**config.mk**
```make
export PLATFORM = sky130hd
export DESIGN_NAME = adc_scan_ctrl_flat
export DESIGN_NICKNAME = d
export VERILOG_FILES = /design/src/rtl/adc_scan_ctrl_pkg.sv /design/src/rtl/adc_scan_ctrl_if.sv /design/src/rtl/adc_prio_pick.sv /design/src/rtl/adc_scan_ctrl.sv /design/src/flat_wrapper.sv
export SDC_FILE = /design/constraint.sdc
export NUM_CORES = 1
export LEC_CHECK = 0
export CORE_MARGIN = 3
export CORE_UTILIZATION = 55
export DETAILED_ROUTE_END_ITERATION = 8
export PLACE_DENSITY_LB_ADDON = 0.05
export REMOVE_ABC_BUFFERS = 1
export SLEW_MARGIN = 30
export SYNTH_ARGS = -nofsm -noshare
export SYNTH_HDL_FRONTEND = slang
export SYNTH_SLANG_ARGS = --single-unit
```
**constraint.sdc**
```tcl
create_clock -name clock -period 5.5 [get_ports clock]
set_input_delay 1.1 -clock clock [delete_from_list [all_inputs] [get_ports clock]]
set_output_delay 1.1 -clock clock [all_outputs]
set_load 0.03 [all_outputs]
```
**src/rtl/adc_scan_ctrl_pkg.sv**
```systemverilog
// rtl/adc_scan_ctrl_pkg.sv - shared types and constants for the ADC scan controller
package adc_scan_ctrl_pkg;

    localparam int DATA_W = 8;
    localparam int N_CHAN = 4;
    localparam int CHAN_W = 2;
    localparam logic [DATA_W-1:0] ERR_DATA = 8'h00;

    typedef enum logic [2:0] {
        ST_IDLE,
        ST_SETTLE,
        ST_SOC_H,
        ST_SOC_L,
        ST_WAIT_RFD,
        ST_DAV,
        ST_REL,
        ST_NEXT
    } state_t;

    function automatic logic [N_CHAN-1:0] chan_bit(input logic [CHAN_W-1:0] c);
        return N_CHAN'(1) << c;
    endfunction

endpackage

```
**src/rtl/adc_scan_ctrl_if.sv**
```systemverilog
// rtl/adc_scan_ctrl_if.sv - converter and consumer signal bundle of the scan controller
interface adc_scan_ctrl_if;
    import adc_scan_ctrl_pkg::*;

    logic [CHAN_W-1:0] mux_sel;
    logic              soc;
    logic              eoc;
    logic [DATA_W-1:0] x;
    logic              dav_;
    logic              rfd;
    logic [CHAN_W-1:0] chan;
    logic [DATA_W-1:0] data;
    logic              err;

    modport master (
        output mux_sel, soc, dav_, chan, data, err,
        input  eoc, x, rfd
    );

    modport slave (
        input  mux_sel, soc, dav_, chan, data, err,
        output eoc, x, rfd
    );

endinterface

```
**src/rtl/adc_prio_pick.sv**
```systemverilog
// rtl/adc_prio_pick.sv - lowest-set-bit encoder for the channel mask
module adc_prio_pick
    import adc_scan_ctrl_pkg::*;
(
    input  logic [N_CHAN-1:0] mask_i,
    output logic [CHAN_W-1:0] idx_o,
    output logic              any_o
);

    // Scan from the top down so the lowest set bit is the last one written.
    always_comb begin
        idx_o = '0;
        any_o = 1'b0;
        for (int i = N_CHAN - 1; i >= 0; i--) begin
            if (mask_i[i]) begin
                idx_o = CHAN_W'(i);
                any_o = 1'b1;
            end
        end
    end

endmodule

```
**src/rtl/adc_scan_ctrl.sv**
```systemverilog
// rtl/adc_scan_ctrl.sv - scans enabled channels through a shared converter and
// hands each result to a consumer over a dav_/rfd handshake
module adc_scan_ctrl
    import adc_scan_ctrl_pkg::*;
#(
    parameter int SETTLE  = 2,
    parameter int TIMEOUT = 255
) (
    input  logic              clock,
    input  logic              reset,
    input  logic              start,
    input  logic [N_CHAN-1:0] en_mask,
    output logic              busy,
    output logic              done,
    adc_scan_ctrl_if.master   bus
);

    localparam logic [3:0] SETTLE_CNT = 4'(SETTLE);
    localparam logic [9:0] TMO_LAST   = 10'(TIMEOUT - 1);

    state_t            state_q, state_d;
    logic [3:0]        settle_q, settle_d;
    logic [9:0]        tmo_q, tmo_d;
    logic [N_CHAN-1:0] mask_q, mask_d;
    logic [CHAN_W-1:0] sel_q, sel_d;
    logic [CHAN_W-1:0] chan_q, chan_d;
    logic [DATA_W-1:0] data_q, data_d;
    logic              err_q, err_d;
    logic              soc_q, soc_d;
    logic              dav_n_q, dav_n_d;
    logic              done_q, done_d;

    logic [N_CHAN-1:0] remain;
    logic [N_CHAN-1:0] pick_mask;
    logic [CHAN_W-1:0] pick_idx;
    logic              pick_any;

    // One encoder serves both the initial pick and the advance to the next channel.
    assign remain    = mask_q & ~chan_bit(sel_q);
    assign pick_mask = (state_q == ST_IDLE) ? en_mask : remain;

    adc_prio_pick u_pick (
        .mask_i (pick_mask),
        .idx_o  (pick_idx),
        .any_o  (pick_any)
    );

    always_ff @(posedge clock) begin
        if (reset) begin
            state_q  <= ST_IDLE;
            settle_q <= '0;
            tmo_q    <= '0;
            mask_q   <= '0;
            sel_q    <= '0;
            chan_q   <= '0;
            data_q   <= '0;
            err_q    <= 1'b0;
            soc_q    <= 1'b0;
            dav_n_q  <= 1'b1;
            done_q   <= 1'b0;
        end else begin
            state_q  <= state_d;
            settle_q <= settle_d;
            tmo_q    <= tmo_d;
            mask_q   <= mask_d;
            sel_q    <= sel_d;
            chan_q   <= chan_d;
            data_q   <= data_d;
            err_q    <= err_d;
            soc_q    <= soc_d;
            dav_n_q  <= dav_n_d;
            done_q   <= done_d;
        end
    end

    always_comb begin
        state_d  = state_q;
        settle_d = settle_q;
        tmo_d    = tmo_q;
        mask_d   = mask_q;
        sel_d    = sel_q;
        chan_d   = chan_q;
        data_d   = data_q;
        err_d    = err_q;
        soc_d    = soc_q;
        dav_n_d  = dav_n_q;
        done_d   = 1'b0;
        unique case (state_q)
            ST_IDLE: begin
                if (start) begin
                    if (pick_any) begin
                        mask_d   = en_mask;
                        sel_d    = pick_idx;
                        settle_d = '0;
                        state_d  = ST_SETTLE;
                    end else begin
                        done_d = 1'b1;
                    end
                end
            end
            ST_SETTLE: begin
                if (settle_q == SETTLE_CNT) begin
                    soc_d   = 1'b1;
                    tmo_d   = '0;
                    state_d = ST_SOC_H;
                end else begin
                    settle_d = settle_q + 4'd1;
                end
            end
            ST_SOC_H: begin
                if (!bus.eoc) begin
                    soc_d   = 1'b0;
                    tmo_d   = '0;
                    state_d = ST_SOC_L;
                end else if (tmo_q == TMO_LAST) begin
                    soc_d   = 1'b0;
                    data_d  = ERR_DATA;
                    err_d   = 1'b1;
                    chan_d  = sel_q;
                    state_d = ST_WAIT_RFD;
                end else begin
                    tmo_d = tmo_q + 10'd1;
                end
            end
            ST_SOC_L: begin
                if (bus.eoc) begin
                    data_d  = bus.x;
                    err_d   = 1'b0;
                    chan_d  = sel_q;
                    state_d = ST_WAIT_RFD;
                end else if (tmo_q == TMO_LAST) begin
                    data_d  = ERR_DATA;
                    err_d   = 1'b1;
                    chan_d  = sel_q;
                    state_d = ST_WAIT_RFD;
                end else begin
                    tmo_d = tmo_q + 10'd1;
                end
            end
            ST_WAIT_RFD: begin
                if (bus.rfd) begin
                    dav_n_d = 1'b0;
                    state_d = ST_DAV;
                end
            end
            ST_DAV: begin
                if (!bus.rfd) begin
                    dav_n_d = 1'b1;
                    state_d = ST_REL;
                end
            end
            ST_REL: state_d = ST_NEXT;
            ST_NEXT: begin
                mask_d = remain;
                if (pick_any) begin
                    sel_d    = pick_idx;
                    settle_d = '0;
                    state_d  = ST_SETTLE;
                end else begin
                    done_d  = 1'b1;
                    state_d = ST_IDLE;
                end
            end
            default: state_d = ST_IDLE;
        endcase
    end

    assign busy        = (state_q != ST_IDLE);
    assign done        = done_q;
    assign bus.mux_sel = sel_q;
    assign bus.soc     = soc_q;
    assign bus.dav_    = dav_n_q;
    assign bus.chan    = chan_q;
    assign bus.data    = data_q;
    assign bus.err     = err_q;

endmodule

```
**src/flat_wrapper.sv**
```systemverilog
// flat-port wrapper written by rule: the top's interface ports become plain ports
module adc_scan_ctrl_flat import adc_scan_ctrl_pkg::*;
#(
    parameter int SETTLE  = 2,
    parameter int TIMEOUT = 255
)
  (clock, reset, start, en_mask, busy, done, bus_mux_sel, bus_soc, bus_dav_, bus_chan, bus_data, bus_err, bus_eoc, bus_x, bus_rfd);
  adc_scan_ctrl_if bus_i ();
  input  logic clock;
  input  logic reset;
  input  logic start;
  input  logic [N_CHAN-1:0] en_mask;
  output logic busy;
  output logic done;
  output wire logic [$bits(bus_i.mux_sel)-1:0] bus_mux_sel;
  output wire logic [$bits(bus_i.soc)-1:0] bus_soc;
  output wire logic [$bits(bus_i.dav_)-1:0] bus_dav_;
  output wire logic [$bits(bus_i.chan)-1:0] bus_chan;
  output wire logic [$bits(bus_i.data)-1:0] bus_data;
  output wire logic [$bits(bus_i.err)-1:0] bus_err;
  input wire logic [$bits(bus_i.eoc)-1:0] bus_eoc;
  input wire logic [$bits(bus_i.x)-1:0] bus_x;
  input wire logic [$bits(bus_i.rfd)-1:0] bus_rfd;
  assign bus_mux_sel = bus_i.mux_sel;
  assign bus_soc = bus_i.soc;
  assign bus_dav_ = bus_i.dav_;
  assign bus_chan = bus_i.chan;
  assign bus_data = bus_i.data;
  assign bus_err = bus_i.err;
  assign bus_i.eoc = bus_eoc;
  assign bus_i.x = bus_x;
  assign bus_i.rfd = bus_rfd;
  adc_scan_ctrl #(.SETTLE(SETTLE), .TIMEOUT(TIMEOUT)) u_core (.clock(clock), .reset(reset), .start(start), .en_mask(en_mask), .busy(busy), .done(done), .bus(bus_i));
endmodule
```
* Word level (Yosys, flattened, before mapping)
Cells that the tools add are included.
** Storage, ports and cells
- Register bits :: 37
- Bits of input ports :: 17
- Output and inout bits :: 17
- Word-level logic and storage cells :: 106
** Cells by class
- Add/sub/neg operators :: 2
- Equality and inequality tests :: 18
- Shift operators :: 1
- Mux-type cells :: 56
- Bitwise gates (word level) :: 2
- Reduce and logical (&&, ||, !) cells :: 16
** Operators by type and width (number)
- 10-bit two-way mux :: 4
- 10-bit one-hot mux with 3 select lines :: 1
- 3-bit two-way mux :: 8
- 4-bit two-way mux :: 6
- 8-bit two-way mux :: 3
- 3-bit one-hot mux with 8 select lines :: 1
- 2-bit two-way mux :: 9
- 8-bit one-hot mux with 2 select lines :: 1
- 1-bit two-way mux :: 15
- 3-bit AND reduction :: 5
- 3-bit equality test (second input constant) :: 4
- 2-bit != test (second input constant) :: 6
- 4-bit one-hot mux with 3 select lines :: 1
- 10-bit by 1-bit adder with 10-bit output (second input constant) :: 1
- 10-bit by 8-bit equality test with 1-bit output (second input constant) :: 1
- 3-bit nonzero test :: 3
- 1-bit one-hot mux with 2 select lines :: 4
- 2-bit one-hot mux with 2 select lines :: 2
- 4-bit one-hot mux with 2 select lines :: 1
- 2-bit nonzero test :: 4
- 3-bit by 2-bit equality test with 1-bit output (second input constant) :: 2
- 5-bit AND reduction :: 1
- 4-bit by 1-bit adder with 4-bit output (second input constant) :: 1
- 4-bit bitwise AND :: 1
- 8 further kinds :: 10

* Logic depth before layout (Yosys ltp)
- Depth in word-level cells :: 11
- Depth in mapped cells :: 8
- Gate-level depth less buffers :: 7

* Modules after synthesis
A second synthesis with hierarchy kept.
** Second synthesis, totals
- Cells, all modules :: 225
- Area total of the unflattened synthesis :: 1926.8 µm²
** By module, submodules not included
- adc_scan_ctrl :: instances 1, cells each 218, area each 1891.8 µm², sequential area each 740.7 µm²
- adc_prio_pick :: instances 1, cells each 7, area each 35.0 µm², sequential area each 0.0 µm²

* Worst setup path before layout
OpenSTA, ideal clock, no wires.
- Path type :: input to register
- Start :: input port en_mask[3]
- End :: register u_core.settle_q[1]
- Library setup time :: 0.086 ns
- Arrival time :: 2.385 ns
- Required time :: 5.414 ns
- Slack :: 3.029 ns
- Stages :: 5
- Buffers on the path :: 0
- Path through :: or4_1 > nand2_1 > a221oi_1 > or2_2 > a211oi_1
** Between the ends
- Longest elaborated chain between the ends :: 8
** RTL lines
- start, declared :: RTL line flat_wrapper.sv:12 : input logic [N_CHAN-1:0] en_mask;
- 4-bit two-way mux * :: RTL line adc_scan_ctrl.sv:40 : assign pick_mask = (state_q == ST_IDLE) ? en_mask : remain;
- 1-bit two-way mux * (4 in a row) :: RTL line adc_prio_pick.sv:15 : if (mask_i[i]) begin
- 4-bit two-way mux *
- 4-bit two-way mux
- 4-bit one-hot mux with 3 select lines *
- end signal, assigned :: RTL line adc_scan_ctrl.sv:63 : settle_q <= settle_d;
- end, declared :: RTL line adc_scan_ctrl.sv:22 : logic [3:0] settle_q, settle_d;
Mark *: on every way between the ends. The rest lies on a longest branch, timed or not. The select of a mux whose other input is x is not followed.
A chain may end at the register's enable or synchronous reset.

* Worst setup path after layout
- Start :: register u_core.state_q[0]
- End :: output port busy
** Between the ends
- Longest elaborated chain between the ends :: 1
** RTL lines
- start, declared :: RTL line adc_scan_ctrl.sv:21 : state_t state_q, state_d;
- start signal, assigned :: RTL line adc_scan_ctrl.sv:62 : state_q <= state_d;
- 3-bit nonzero test :: RTL line adc_scan_ctrl.sv:168 : assign busy = (state_q != ST_IDLE);
- end, declared :: RTL line flat_wrapper.sv:13 : output logic busy;
Every way passes these cells.

==> results.yml <==
route:
  wl_per_cell_um: 14.1
  drcViolationCount: 0
  wl_met3_um: 277
  drt_iter0_drc: 110
  wl_met1_um: 2150
  wirelength_um: 4490
  vias: 1882
  first_pass_iters: 4
  viasPerCell: 5.92
  ant_nets: 0
  wl_met2_um: 2040
  dr.max_layer_used: "met4"
clock_network:
  cts_tree: "done"
  cts.sinks: 37
  insertion_delay_ns: 0.29
  clockBufferDepth: 2
  ctsResizeCount: 0
  hold_buffers: 0
  post_cts_buffers: 0
  path_clk_slew_ns: 0.07
  cts_htree_levels: 2
  cts_root_buffer: "clkbuf_8"
  cts_buffers: 5
floorplan:
  start_util_pct: 58.8
  die_y_um: 66.7
  fp.dieW_um: 66.7
  dieArea_um2: 4440
  rows: 21
  fp.coreArea_um2: 3440
  ios: 34
pwr:
  switching_share_pct: 39.0
  peakVddDrop_mv: 0.344
  clockPowerShare_pct: 22.7
  p_per_area_nw_per_um2: 405
  pwr-share-comb_pct: 40.0
  internal_power_uw: 612
  p_sw_uw: 391
  leakage_uw: 0.000847
  power_frac_seq_pct: 37.4
logic_synthesis:
  synthCells: 244
  yosysWarnings: 0
  ys_seq_area_share_pct: 36.6
  synth_cell_types: 59
  synth_edf_count: 0
  synth_area_um2: 2020
  ys_ff_latch: 37
  async_reset_ff_share_pct: 0
  synth_flop_cell: "dfxtp_1"
  avgSynthCellArea_um2: 8.30
cells_and_area:
  final_area_um2: 2470
  regArea_um2: 741
  finalNonFillerCells: 318
  drive_gt1_share_pct: 6.62
  n_fill_cell: 277
  n_antenna_cell: 0
  nets: 293
  multiInputGateArea_um2: 1200
  area_growth_pct: 22.2
placed_design:
  dpl_worst_slack_ns: 2.17
  gp_congestion: 0.841
  dpl_cell_area_um2: 2370
  hpwl_um: 3060
  dp.cells: 311
  port_buffers: 33
sta:
  hold_viol_final: 0
  fmax_ghz: 0.307
  layout_min_cycle_time_ns: 3.25
  setup_tns_ns: 0
  drv_slew: 0
  fin_ws_ns: 2.25
  tightestPinTransition_ns: 0.748
  final.setup_skew_ns: 0.0102
  fin_crit_sh_pct: 59.2
  grt_setup_unrepaired: "no"
  setup_viol: 0
  relSlewSlack_pct: 50.1
grt:
  grt_max_degree: 25
  antenna_found_initial: 0
  grt_pass1_vias: 1695
  grt_pass1_wl_um: 7490
  grt-ovfl-total: 0
  grt_usage_pct: 22.0
critical_path:
  reg2reg_depth: 5
  path_max_fanout: 23
  arrival_ns: 2.15
  crit_type: "reg2out"
  cp-end-kind: "output port"
  crit_cells: 3
  cp-start-kind: "flop"
  path_cells: "nor3_2, inv_2, clkdlybuf4s50_1"
  critical-path-top-delay-family: "buffers and inverters"
  crit_slowest_cell: "dfxtp_1"
  cpPeakStageDelay_ns: 0.81
  cp.buffers_inverters: 2
  cp.required_ns: 4.40
min_path:
  hold_depth: 1
  hold_path_class: "reg2reg"
flow_run:
  max-cap-violations: 0
run_status:
  status: "complete, no violations"
-- metal layers --
| layer | global-route usage, % | up-vias |
|---|---|---|
| met5 | 0 | - |
| met4 | 7.36 | 0 |
| met3 | 7.08 | 5 |
| met2 | 33.7 | 63 |
| met1 | 29.0 | 855 |
| li1 | - | 959 |
-- power by group through the flow --
stage	sequential, µW	clock [µW]	combinational, µW
after detailed placement	379	0	392
after global routing	385	241	444
final	375	227	401
after floorplan	385	0	272
after CTS	373	233	399
after global placement	380	0	389
-- cell usage in the layout, fill, tap and decap left out, types with 2 or more instances in the layout --
master | synthesis | layout
o211ai_1 | 3 | 3
a21o_1 | 2 | 2
or3_1 | 3 | 3
nand2b_1 | 5 | 5
a21oi_1 | 16 | 16
nor3_1 | 10 | 10
a211oi_1 | 5 | 5
and4_1 | 2 | 2
o21ai_0 | 10 | 10
and2_1 | 2 | 2
a221o_1 | 2 | 2
a31oi_1 | 3 | 3
o22ai_1 | 3 | 3
dfxtp_1 | 37 | 37
nor4_1 | 2 | 2
a22o_1 | 8 | 8
nor2b_1 | 3 | 3
and3_1 | 4 | 4
nand4_1 | 3 | 3
mux2i_1 | 6 | 6
clkdlybuf4s50_1 | 0 | 33
clkbuf_8 | 0 | 5
nor2_1 | 28 | 28
nand2_1 | 15 | 15
xnor2_1 | 7 | 7
ha_1 | 4 | 4
nand3_1 | 8 | 8
nor3b_1 | 4 | 3
inv_1 | 7 | 7
-- worst paths after layout --
kind	start	end	slack, ns
setup / recovery	u_core.state_q[0]$_SDFFE_PP0P_	busy	2.25
hold / removal	u_core.bus.data[6]$_SDFFE_PP0P_	u_core.bus.data[6]$_SDFFE_PP0P_	0.47
setup reg to reg	u_core.state_q[0]$_SDFFE_PP0P_	u_core.tmo_q[9]$_SDFFE_PP0P_	3.02
hold reg to reg	u_core.bus.data[6]$_SDFFE_PP0P_	u_core.bus.data[6]$_SDFFE_PP0P_	0.47
-- through the flow --
stage	power [µW]	hold WS, ns	utilization [%]
final	1000	0.475	71.9
after global routing	1070	0.496	71.9
after CTS	1010	0.479	71.8
after detailed placement	771	0.459	68.7
after global placement	769	0.457	68.7
after floorplan	656	0.462	-
-- state kept, by name (all words and copies together) (netlist names) --
name and cells:
u_core.bus.chan 2, u_core.bus.data 8, u_core.bus.dav_ 1, u_core.bus.err 1
u_core.bus.mux_sel 2, u_core.bus.soc 1, u_core.done 1, u_core.mask_q 4
u_core.settle_q 4, u_core.state_q 3, u_core.tmo_q 10
-- synth_stat cells, types with 2 or more instances --
| cell type | number | area [µm²] |
|---|---|---|
| and3_1 | 4 | 25.0 |
| a21o_1 | 2 | 15.0 |
| nand2b_1 | 5 | 31.3 |
| nor4_1 | 2 | 12.5 |
| and2_1 | 2 | 12.5 |
| mux2i_1 | 6 | 60.1 |
| nor2b_1 | 3 | 18.8 |
| a22o_1 | 8 | 70.1 |
| nand4_1 | 3 | 18.8 |
| or3_1 | 3 | 18.8 |
| and4_1 | 2 | 17.5 |
| o21ai_0 | 10 | 50.1 |
| nor3_1 | 10 | 50.1 |
| xnor2_1 | 7 | 61.3 |
| nor2_1 | 28 | 105 |
| a221o_1 | 2 | 20.0 |
| a21oi_1 | 16 | 80.1 |
| nand3_1 | 8 | 40.0 |
| dfxtp_1 | 37 | 741 |
| o211ai_1 | 3 | 22.5 |
| a211oi_1 | 5 | 37.5 |
| nor3b_1 | 4 | 30.0 |
| nand2_1 | 15 | 56.3 |
| buf_2 | 4 | 20.0 |
| o22ai_1 | 3 | 18.8 |
| inv_1 | 7 | 26.3 |
| ha_1 | 4 | 50.1 |
| clkbuf_1 | 8 | 30.0 |
| a31oi_1 | 3 | 18.8 |
-- cells by family after synthesis --
family                   Yosys count  synth area share, %
adder cells (fa/ha/maj)            4                 2.47
multiplexers                       7                 3.52
XOR/XNOR                           7                 3.03
AO/OA/AOI/OAI                     68                 23.2
AND/OR/NAND/NOR                  100                 27.1
buffers and inverters             21                 4.14
flip-flops                        37                 36.6
-- layout make-up --
type	count	share of cell area (%)
inverters	8	1.21
repair buffers	34	13.7
clock buffers	5	2.78
multi-input cells	186	48.7
well taps	46	2.33
flip-flops and latches	37	29.9
clock inverters	2	1.42
Power figures use the tool's default switching activity.
